`src/rtl/ibex_rf_wb_arbiter.sv`:
```
// Round-robin arbiter sharing the register-file write port between NumReq writeback sources,
// with a one-entry registered output stage, x0/RV32E drop handling and a pending-write mask.
module ibex_rf_wb_arbiter #(
    parameter int unsigned NumReq    = 2,
    parameter bit          RV32E     = 1'b0,
    parameter int unsigned DataWidth = 32
) (
    input  logic                        clk_i,
    input  logic                        rst_i,
    input  logic [NumReq-1:0]           req_valid_i,
    output logic [NumReq-1:0]           req_ready_o,
    input  logic [NumReq*5-1:0]         req_addr_i,
    input  logic [NumReq*DataWidth-1:0] req_data_i,
    input  logic                        wb_stall_i,
    output logic [4:0]                  waddr_a_o,
    output logic [DataWidth-1:0]        wdata_a_o,
    output logic                        we_a_o,
    output logic [31:0]                 pending_o,
    output logic                        err_o,
    output logic                        busy_o
);

    localparam int unsigned PtrW   = 2;
    localparam int unsigned MaxReq = 4;

    logic [PtrW-1:0]                      rr_ptr;
    logic [PtrW-1:0]                      rr_ptr_nxt;
    logic                                 out_valid;
    logic [4:0]                           out_addr;
    logic [DataWidth-1:0]                 out_data;
    logic                                 err_q;

    logic                                 can_accept;
    logic                                 gnt_found;
    logic                                 xfer;
    logic [PtrW-1:0]                      gnt_idx;
    logic [4:0]                           gnt_addr;
    logic [DataWidth-1:0]                 gnt_data;

    logic [MaxReq-1:0]                    valid_pad;
    logic [MaxReq-1:0][4:0]               addr_arr;
    logic [MaxReq-1:0][DataWidth-1:0]     data_arr;

    // Requesters are padded out to four lanes so the scan below can use a fixed-width index.
    for (genvar k = 0; k < MaxReq; k++) begin : g_lane
        if (k < NumReq) begin : g_used
            assign valid_pad[k] = req_valid_i[k];
            assign addr_arr[k]  = req_addr_i[5*k +: 5];
            assign data_arr[k]  = req_data_i[DataWidth*k +: DataWidth];
        end else begin : g_unused
            assign valid_pad[k] = 1'b0;
            assign addr_arr[k]  = '0;
            assign data_arr[k]  = '0;
        end
    end

    assign can_accept = ~out_valid | ~wb_stall_i;

    always_comb begin
        int unsigned idx;
        idx        = 0;
        gnt_found  = 1'b0;
        gnt_idx    = '0;
        gnt_addr   = '0;
        gnt_data   = '0;
        rr_ptr_nxt = rr_ptr;
        for (int unsigned off = 0; off < NumReq; off++) begin
            idx = (32'(rr_ptr) + off) % NumReq;
            if (!gnt_found && valid_pad[idx[PtrW-1:0]]) begin
                gnt_found  = 1'b1;
                gnt_idx    = idx[PtrW-1:0];
                gnt_addr   = addr_arr[idx[PtrW-1:0]];
                gnt_data   = data_arr[idx[PtrW-1:0]];
                rr_ptr_nxt = (idx == NumReq - 1) ? '0 : idx[PtrW-1:0] + 2'd1;
            end
        end
    end

    assign xfer = gnt_found & can_accept & ~rst_i;

    for (genvar k = 0; k < NumReq; k++) begin : g_ready
        assign req_ready_o[k] = xfer & (gnt_idx == PtrW'(k));
    end

    always_ff @(posedge clk_i) begin
        if (rst_i) begin
            out_valid <= 1'b0;
            out_addr  <= '0;
            out_data  <= '0;
            rr_ptr    <= '0;
            err_q     <= 1'b0;
        end else begin
            err_q <= 1'b0;
            if (xfer) begin
                rr_ptr <= rr_ptr_nxt;
                if (gnt_addr == 5'd0) begin
                    out_valid <= 1'b0;
                end else if (RV32E && gnt_addr[4]) begin
                    out_valid <= 1'b0;
                    err_q     <= 1'b1;
                end else begin
                    out_valid <= 1'b1;
                    out_addr  <= gnt_addr;
                    out_data  <= gnt_data;
                end
            end else if (can_accept) begin
                out_valid <= 1'b0;
            end
        end
    end

    always_comb begin
        pending_o = '0;
        if (out_valid) begin
            pending_o[out_addr] = 1'b1;
        end
    end

    // Write enable is masked during reset so a held write is discarded rather than committed at the reset edge.
    assign we_a_o    = out_valid & ~wb_stall_i & ~rst_i;
    assign waddr_a_o = out_addr;
    assign wdata_a_o = out_data;
    assign err_o     = err_q;
    assign busy_o    = out_valid;

endmodule

```
`config.mk`:
```
export PLATFORM = sky130hd
export DESIGN_NAME = ibex_rf_wb_arbiter
export DESIGN_NICKNAME = d
export VERILOG_FILES = /design/src/rtl/ibex_rf_wb_arbiter.sv
export SDC_FILE = /design/constraint.sdc
export NUM_CORES = 1
export LEC_CHECK = 0
export ABC_AREA = 1
export CAP_MARGIN = 20
export CORE_UTILIZATION = 45
export CTS_CLUSTER_DIAMETER = 50
export DETAILED_ROUTE_END_ITERATION = 12
export MAX_ROUTING_LAYER = met4
export PLACE_DENSITY = 0.88
export REMOVE_ABC_BUFFERS = 1
export SYNTH_ARGS = -nofsm -noshare
export SYNTH_HDL_FRONTEND = slang
export SYNTH_SLANG_ARGS = --single-unit
```
`constraint.sdc`:
```
create_clock -name clk_i -period 2.5 [get_ports clk_i]
set_input_delay 0.5 -clock clk_i [delete_from_list [all_inputs] [get_ports clk_i]]
set_output_delay 0.5 -clock clk_i [all_outputs]
set_load 0.03 [all_outputs]
```
==> flow_metrics.tcl, run 1 <==
set metrics [dict create \
    outcome "complete, no violations" \
    multi_input_area_um2 2100 \
    htreeDepth 2 \
    setup_viol 0 \
    synthesis.area_per_instance_um2 5.37 \
    synth_compound_area_share_pct 11.7 \
    reg2reg_depth 12 \
    seqCellArea_um2 782 \
    powerDensity_nw_per_um2 491 \
    maxCapViolCount 0 \
    seqPwrFrac_pct 31.7 \
    io_buffers 151 \
    synth_fa_ha_area_share_pct 0 \
    grt_pass1_vias 3636 \
    postRouteAntennaNets 0 \
    cts.sinks 39 \
    place_hpwl_um 7160 \
    wl_um 9400 \
    hold_slack_ps 480 \
    placed_area_um2 4770 \
    switchingPower_mw 0.911 \
    fillers 610 \
    grt_first_pass_wirelength_um 15600 \
    syn-cell-area_um2 3240 \
    first_pass_iters 5 \
    postCtsHoldBufs 0 \
    drive_above_1_share_pct 5.02 \
    finalMaxSlewViolations 0 \
    diodes 0 \
    die_y_um 86.9 \
    ir_worst_vdd_uv 271 \
    yosysTopAreaCellShare_pct 27.8 \
    p_comb_share_pct 45.8 \
    swShare_pct 37.9 \
    area_growth_pct 50.9 \
    fin_crit_sh_pct 98.8 \
    final_common_cell "nand2_1" \
    finalHoldViolCount 0 \
    die_x_um 86.9 \
    final.min_clock_period_ps 2470 \
    cp_data_arrival_time_ps 1970 \
    synth_warnings 0 \
    vias 4103 \
    worstSetupStartpointType "flip-flop" \
    grt_max_degree 42 \
    worstReg2RegEnd "waddr_a_o[0]$_SDFFE_PP0P_" \
    rrSetupSlack_ps 340 \
    required_ps 2000 \
    io_pins 153 \
    worst_slack_ps 31.0 \
    clk_pin_slew_ps 80 \
    initial_utilization_pct 47.2 \
    tritoncts "yes" \
    path_class "flip-flop to output pin" \
    synth_top_family_by_area "simple AND/OR/NAND/NOR gates" \
    dp_slack_ps 172 \
    holdPathStages 2 \
    postLayoutCellArea_um2 4900 \
    layout_common_cells "240 x nand2_1, 148 x clkdlybuf4s50_1, 106 x nor2_1, 67 x o21ai_0, 43 x inv_1" \
    hp-class "flip-flop to flip-flop" \
    rsz0062_at_grt "true" \
    cts-root-buf "clkbuf_8" \
    grt_overflow 0 \
    dp.cells 825 \
    routedWlPerCell_um 11.3 \
    timing.fmax_ghz 0.405 \
    die-area_um2 7550 \
    clkPwrFrac_pct 22.5 \
    fin_cells 833 \
    synth_xor_area_share_pct 0 \
    fin_util_pct 71.3 \
    synth_mux_area_share_pct 0 \
    netlist_instances 604 \
    min_from "wdata_a_o[14]$_SDFFE_PP0P_" \
    synth_area_leaders "nand2_1 28%, dfxtp_1 24%, nor2_1 12%, o21ai_0 10%, nand3b_1 8.1%" \
    intPower_mw 1.50 \
    grtUsageTotal_pct 26.0 \
    clk_path_buf_depth 2 \
    crit_path_end_kind "output pin" \
    critPathMaxFanout 8 \
    yosys.area_share.simple_pct 52.4 \
    core_area_um2 6870 \
    drc 0 \
    antenna_found_initial 0 \
    whs_endpoint "wdata_a_o[14]$_SDFFE_PP0P_" \
    clock_latency_ps 290 \
    p_leak_nw 2.25 \
    yosysUniqueCellTypes 22 \
    p_total_mw 2.41 \
    yosysSeqAreaShare_pct 24.1 \
    viasPerCell 4.93 \
    yosys.area.top_type "nand2_1" \
    rows 30 \
    cts_buffers 5 \
    gp_congestion 0.817 \
    synth-seq-cells 39 \
    tns_ps 0 \
    nNetsFinal 815 \
    timing.rr.start "rr_ptr[0]$_SDFFE_PP0P_" \
    fin_worst_skew_ps 3.94 \
    first_iter_violations 239 \
]
-- flip-flops by register name, summed over array words and instances, names as in the netlist --
register,cells
wdata_a_o,32
waddr_a_o,5
busy_o,1
rr_ptr,1
-- critical path, cell delays in order (launching register included) --
cell	delay [ps]
dfxtp_1	460
nand3_1	310
nor2_1	230
clkdlybuf4s50_1	690
-- worst max path at each step --
stage / startpoint / to / slack (ps) / cells past startpoint
3_3_place_gp: req_valid_i[0] / waddr_a_o[4]$_SDFFE_PP0P_ / 250 / 11
4_1_cts: busy_o$_SDFFE_PP0P_ / pending_o[12] / 30 / 3
2_1_floorplan: rr_ptr[0]$_SDFFE_PP0P_ / wdata_a_o[0]$_SDFFE_PP0P_ / -1310 / 7
5_1_grt: busy_o$_SDFFE_PP0P_ / pending_o[27] / -90 / 3
6_report: busy_o$_SDFFE_PP0P_ / pending_o[10] / 30 / 3
3_5_place_dp: req_valid_i[0] / wdata_a_o[26]$_SDFFE_PP0P_ / 170 / 11
-- layer usage --
| layer | global-route usage [%] | vias up | wire, um |
|---|---|---|---|
| met2 | 48.6 | 149 | 4760 |
| met5 | - | - | 0 |
| li1 | - | 2122 | - |
| met3 | 4.55 | 17 | 679 |
| met4 | 8.48 | 0 | 201 |
| met1 | 27.5 | 1815 | 3750 |
-- Yosys cell counts (all sizes together) --
library cell	n
nand2	242
nor2	109
o21ai	70
inv	46
dfxtp	39
nand3b	35
buf	26
nand3	18
clkbuf	13
a21oi	5
conb	1
-- area by class of cell --
| type | count | share of cell area, % |
|---|---|---|
| clock buffers | 6 | 1.69 |
| multi-input cells | 480 | 42.9 |
| well taps | 96 | 2.45 |
| clock inverters | 2 | 0.716 |
| inverters | 46 | 3.58 |
| repair buffers | 164 | 32.7 |
| flip-flops and latches | 39 | 16.0 |
-- kinds of logic after synthesis --
logic type	count (synthesis)
AO/OA/AOI/OAI	75
buffers and inverters	85
flip-flops	39
other	1
AND/OR/NAND/NOR	404
-- power groups by stage --
stage | sequential [mW] | combinational, mW | clock [mW]
after floorplan | 0.935 | 0.486 | 0
after CTS | 0.763 | 1.10 | 0.545
final | 0.763 | 1.10 | 0.542
after detailed placement | 0.777 | 1.10 | 0
after global routing | 0.775 | 1.21 | 0.573
after global placement | 0.774 | 1.08 | 0
-- repair_timing --
| action | CTS | global route |
|---|---|---|
| buffers inserted | 0 | 0 |
| hold endpoints to repair | 0 | 0 |
| gates resized for setup | 0 | 1 |
| setup endpoints to repair | 0 | 27 |
No activity file was read; power rests on OpenSTA's default activity.
==> run 2: changes to the inputs <==
Settings changed: ABC_AREA 1 to 0, CORE_UTILIZATION 45 to 41, CTS_BUF_LIST set to sky130_fd_sc_hd__clkbuf_8 sky130_fd_sc_hd__clkbuf_16, SKIP_CTS_REPAIR_TIMING set to 1.
==> run 2 against run 1 <==
Net effect:
- final cell count shrank 40%
- cell area down 13%
- hold slack worse by 23 ps
- global-route usage grew 2.3 points
- fmax grew 0.89%
- clock power hardly changed
- via count shrank 30%
- total power down 13%
- register-to-register slack better by 370 ps
- critical path type unchanged
- synthesized cell count fell by 53%
==> flow_metrics.tcl, run 2 <==
set metrics [dict create \
    min_from "wdata_a_o[13]$_SDFFE_PP0P_" \
    yosysUniqueCellTypes 36 \
    required_ps 2000 \
    cts_buffers 5 \
    synthesis.area_per_instance_um2 8.96 \
    path_class "flip-flop to output pin" \
    layout_common_cells "144 x clkdlybuf4s50_1, 39 x dfxtp_1, 36 x inv_1, 36 x a211oi_1, 33 x nor2_1" \
    core_area_um2 5960 \
    placed_area_um2 4140 \
    cts-root-buf "clkbuf_8" \
    hp-class "flip-flop to flip-flop" \
    routedWlPerCell_um 17.7 \
    powerDensity_nw_per_um2 489 \
    holdPathStages 2 \
    diodes 0 \
    synth_most_common_cell "dfxtp_1" \
    grt_first_pass_wirelength_um 13600 \
    whs_endpoint "wdata_a_o[13]$_SDFFE_PP0P_" \
    ir_worst_vdd_uv 340 \
    yosys.area.top_type "dfxtp_1" \
    worstReg2RegEnd "wdata_a_o[12]$_SDFFE_PP0P_" \
    die_x_um 80.7 \
    drc 0 \
    yosysTopAreaCellShare_pct 30.8 \
    finalHoldViolCount 0 \
    hold_slack_ps 457 \
    worstSetupStartpointType "flip-flop" \
    gp_congestion 0.813 \
    fin_worst_skew_ps 2.62 \
    grt_max_degree 34 \
    fin_crit_sh_pct 97.9 \
    largest_reg_flops 32 \
    first_pass_iters 4 \
    fin_util_pct 71.5 \
    drive_above_1_share_pct 16.2 \
    clk_pin_slew_ps 70 \
    viasPerCell 5.75 \
    synth_edf_count 0 \
    antenna_found_initial 0 \
    die_y_um 80.7 \
    async_reset_ff_share_pct 0 \
    postRouteAntennaNets 0 \
    grtUsageTotal_pct 28.3 \
    timing.fmax_ghz 0.409 \
    netlist_top_cells_count "39 x dfxtp_1, 36 x a211oi_1, 36 x inv_1" \
    worstMarginPinSlew_ps 520 \
    grt_overflow 0 \
    rsz0062_at_grt "true" \
    crit_path_end_kind "output pin" \
    tritoncts "yes" \
    postLayoutCellArea_um2 4260 \
    synth_ff_type "dfxtp_1" \
    maxSlewHeadroom_pct 65.3 \
    p_leak_nw 1.44 \
    rows 28 \
    area_growth_pct 67.9 \
    maxCapViolCount 0 \
    die-area_um2 6500 \
    final.min_clock_period_ps 2450 \
    critPathMaxFanout 8 \
    nNetsFinal 503 \
    reg2reg_depth 5 \
    fillers 452 \
    io_buffers 151 \
    final_common_cell "clkdlybuf4s50_1" \
    synth_warnings 0 \
    grt_pass1_vias 2819 \
    fin_cells 500 \
    htreeDepth 2 \
    outcome "complete, no violations" \
    synth_area_leaders "dfxtp_1 31%, a211oi_2 14%, a32o_1 13%, a211oi_1 11%, inv_1 5.3%" \
    syn-cell-area_um2 2540 \
    cp_data_arrival_time_ps 1950 \
    p_total_mw 2.08 \
    place_hpwl_um 6550 \
    finalMaxSlewViolations 0 \
    timing.rr.start "rr_ptr[0]$_SDFFE_PP0P_" \
    cts.sinks 39 \
    wl_um 8840 \
    vias 2874 \
    netlist_instances 283 \
    yosysSeqAreaShare_pct 30.8 \
    io_pins 153 \
    initial_utilization_pct 42.6 \
    rrSetupSlack_ps 710 \
    clock_latency_ps 290 \
    first_iter_violations 89 \
    clk_path_buf_depth 2 \
    setup_viol 0 \
    synth-seq-cells 39 \
    dp.cells 492 \
]
-- run 2: cell types whose count changed after synthesis, moves of 7 or more --
cell / previous run / this run
a211oi_1: 0 / 36
a211oi_2: 0 / 28
a32o_1: 0 / 32
inv_1: 43 / 36
nand2_1: 240 / 3
nand3_1: 17 / 8
nand3b_1: 35 / 2
nor2_1: 106 / 33
o21ai_0: 67 / 1
-- run 2: how the worst max path moves through the flow --
| stage | from | endpoint | depth (start not counted) |
|---|---|---|---|
| finish | busy_o$_SDFFE_PP0P_ | pending_o[11] | 3 |
| global placement | req_addr_i[6] | wdata_a_o[10]$_SDFFE_PP0P_ | 6 |
| floorplan | req_valid_i[0] | wdata_a_o[10]$_SDFFE_PP0P_ | 4 |
| global route | busy_o$_SDFFE_PP0P_ | pending_o[11] | 3 |
| CTS | busy_o$_SDFFE_PP0P_ | pending_o[13] | 3 |
| detailed placement | req_addr_i[6] | wdata_a_o[25]$_SDFFE_PP0P_ | 6 |
-- run 2: layout make-up --
type	count	area [um2]	share of cell area, %
clock buffer	6	82.6	1.94
clock inverter	2	35.0	0.823
timing repair buffer	167	1680	39.5
sequential	39	781	18.3
multi-input combinational	175	1450	34.0
inverter	36	135	3.17
tap	75	93.8	2.20
-- run 2: cells by family after synthesis --
logic type | count (synthesis) | synth area share (%)
compound gates | 119 | 46.1
simple gates | 55 | 10.1
buf+inv | 69 | 12.9
other cells | 1 | 0.148
flops | 39 | 30.8
-- run 2: per-layer routing --
metal	share of wire, %	GRT usage [%]	up-vias
li1	-	-	1355
met5	0	-	-
met2	52	52.6	121
met4	1.8	9.46	0
met1	39	28.9	1383
met3	7.4	6.93	15
-- run 2: worst max-delay path: stages (launching register included) --
cell and delay [ps]:
dfxtp_1 460, nand3_1 310, nor2_1 200, clkdlybuf4s50_1 680
-- run 2: power by group --
part           switching, mW  internal, mW  total (mW)
sequential            0.0456         0.682       0.727
clock                  0.221         0.323       0.544
combinational          0.431         0.381       0.813
total                  0.698          1.39        2.08
-- run 2: per-stage QoR --
stage / worst slack [ps] / TNS [ps]
5_1_grt: -21.8 / -107
4_1_cts: 66.8 / 0
3_3_place_gp: 65.6 / 0
3_5_place_dp: 15.3 / 0
6_report: 52.8 / 0
2_1_floorplan: -447 / -14940
==> run 3: changes to the inputs <==
Settings changed: CORE_UTILIZATION 41 to 38, PLACE_DENSITY 0.88 to 0.83.
Clock period 2.5 ns to 2.4 ns, I/O delays scaled along.
==> run 3 against run 2 <==
Net effect:
- total power fell by 4.4%
- wire length fell by 5.8%
- clock skew is 0.73 ps lower
- register-to-register slack got worse by 30 ps
- first-iteration DRC count increased by 28%
- clock power is 26% lower
- die area is 7.7% higher
- non-clock buffer count increased by 3
- hold slack barely moved
- sequential power increased by 3.9%
- sequential share of layout area hardly changed
- largest power group unchanged
- highest routed layer unchanged
==> flow_metrics.tcl, run 3 (same netlist as run 2, synthesis figures left out) <==
set metrics [dict create \
    clock_latency_ps 280 \
    drc 0 \
    tritoncts "yes" \
    postLayoutCellArea_um2 4270 \
    crit_start "waddr_a_o[0]$_SDFFE_PP0P_" \
    first_iter_violations 114 \
    crit_path_end_kind "output pin" \
    ir_worst_vdd_uv 249 \
    rows 29 \
    grt_overflow 0 \
    drive_above_1_share_pct 16.7 \
    clk_pin_slew_ps 70 \
    cp_data_arrival_time_ps 1860 \
    diodes 0 \
    viasPerCell 5.72 \
    outcome "complete, no violations" \
    postRouteAntennaNets 0 \
    wl_um 8330 \
    timing.fmax_ghz 0.427 \
    setup_viol 0 \
    die_x_um 83.7 \
    worstMarginPinSlew_ps 506 \
    holdPathStages 2 \
    initial_utilization_pct 39.7 \
    place_hpwl_um 6350 \
    finalMaxSlewViolations 0 \
    final_common_cell "clkdlybuf4s50_1" \
    antenna_found_initial 0 \
    die_y_um 83.7 \
    powerDensity_nw_per_um2 466 \
    fin_worst_skew_ps 1.89 \
    fin_cells 503 \
    path_class "flip-flop to output pin" \
    min_from "wdata_a_o[11]$_SDFFE_PP0P_" \
    timing.rr.start "rr_ptr[0]$_SDFFE_PP0P_" \
    cts_buffers 5 \
    routedWlPerCell_um 16.6 \
    required_ps 1920 \
    grt_pass1_vias 2797 \
    worstSetupStartpointType "flip-flop" \
    fin_crit_sh_pct 97.5 \
    grt_first_pass_wirelength_um 13800 \
    maxCapViolCount 0 \
    grtUsageTotal_pct 24.5 \
    vias 2877 \
    grt_max_degree 33 \
    worst_slack_ps 59.4 \
    gp_congestion 0.878 \
    p_leak_nw 1.74 \
    layout_common_cells "128 x clkdlybuf4s50_1, 38 x dfxtp_1, 37 x inv_1, 36 x a211oi_1, 33 x nor2_1" \
    die-area_um2 7000 \
    fillers 517 \
    io_buffers 151 \
    first_pass_iters 4 \
    dp_slack_ps -108 \
    hp-class "flip-flop to flip-flop" \
    dp.cells 495 \
    p_total_mw 1.99 \
    final.min_clock_period_ps 2340 \
    core_area_um2 6390 \
    io_pins 153 \
    finalHoldViolCount 0 \
    cts.sinks 39 \
    reg2reg_depth 5 \
    fin_util_pct 66.9 \
    clk_path_buf_depth 2 \
    placed_area_um2 4120 \
    nNetsFinal 506 \
    maxSlewHeadroom_pct 66.3 \
    critPathMaxFanout 7 \
    cts-root-buf "clkbuf_8" \
    largest_reg_flops 32 \
    htreeDepth 2 \
    area_growth_pct 68.4 \
]
## run 3: final cells by class
type | count | area, um2 | share of cell area (%)
Clock buffer | 5 | 68.8 | 1.61
Sequential cell | 39 | 782 | 18.3
Timing Repair Buffer | 170 | 1720 | 40.4
Inverter | 36 | 135 | 3.16
Multi-Input combinational cell | 175 | 1460 | 34.2
Clock inverter | 1 | 3.75 | 0.0879
Tap cell | 77 | 96.3 | 2.26
## run 3: final timing paths
kind	endpoint	slack, ps
worst min register to register	wdata_a_o[11]$_SDFFE_PP0P_	460
worst min-delay path	wdata_a_o[11]$_SDFFE_PP0P_	460
worst max register to register	wdata_a_o[0]$_SDFFE_PP0P_	680
worst max-delay path	pending_o[22]	60
## run 3: where the power goes
part	leakage, nW	internal (mW)	switching, mW
registers	0.322	0.710	0.0444
logic	1.38	0.392	0.441
clock network	0.0413	0.190	0.214
total	1.74	1.29	0.699
## run 3: critical path, stage by stage, from the launching register on
cell and delay (ps):
dfxtp_1 370, nand3b_1 220, buf_4 190, nor2_1 110
clkdlybuf4s50_1 690
## run 3: through the flow
step	hold WS, ps	setup TNS (ps)
4_1_cts	458	-46.3
6_report	457	0
3_5_place_dp	443	-1360
5_1_grt	477	-1.20
3_3_place_gp	444	-72.5
2_1_floorplan	477	-17960
## run 3: metal layers
| metal | wire length, um | global-route usage (%) |
|---|---|---|
| met2 | 4250 | 43.0 |
| met4 | 116 | 5.70 |
| met5 | 0 | - |
| met1 | 3380 | 28.5 |
| met3 | 575 | 5.44 |
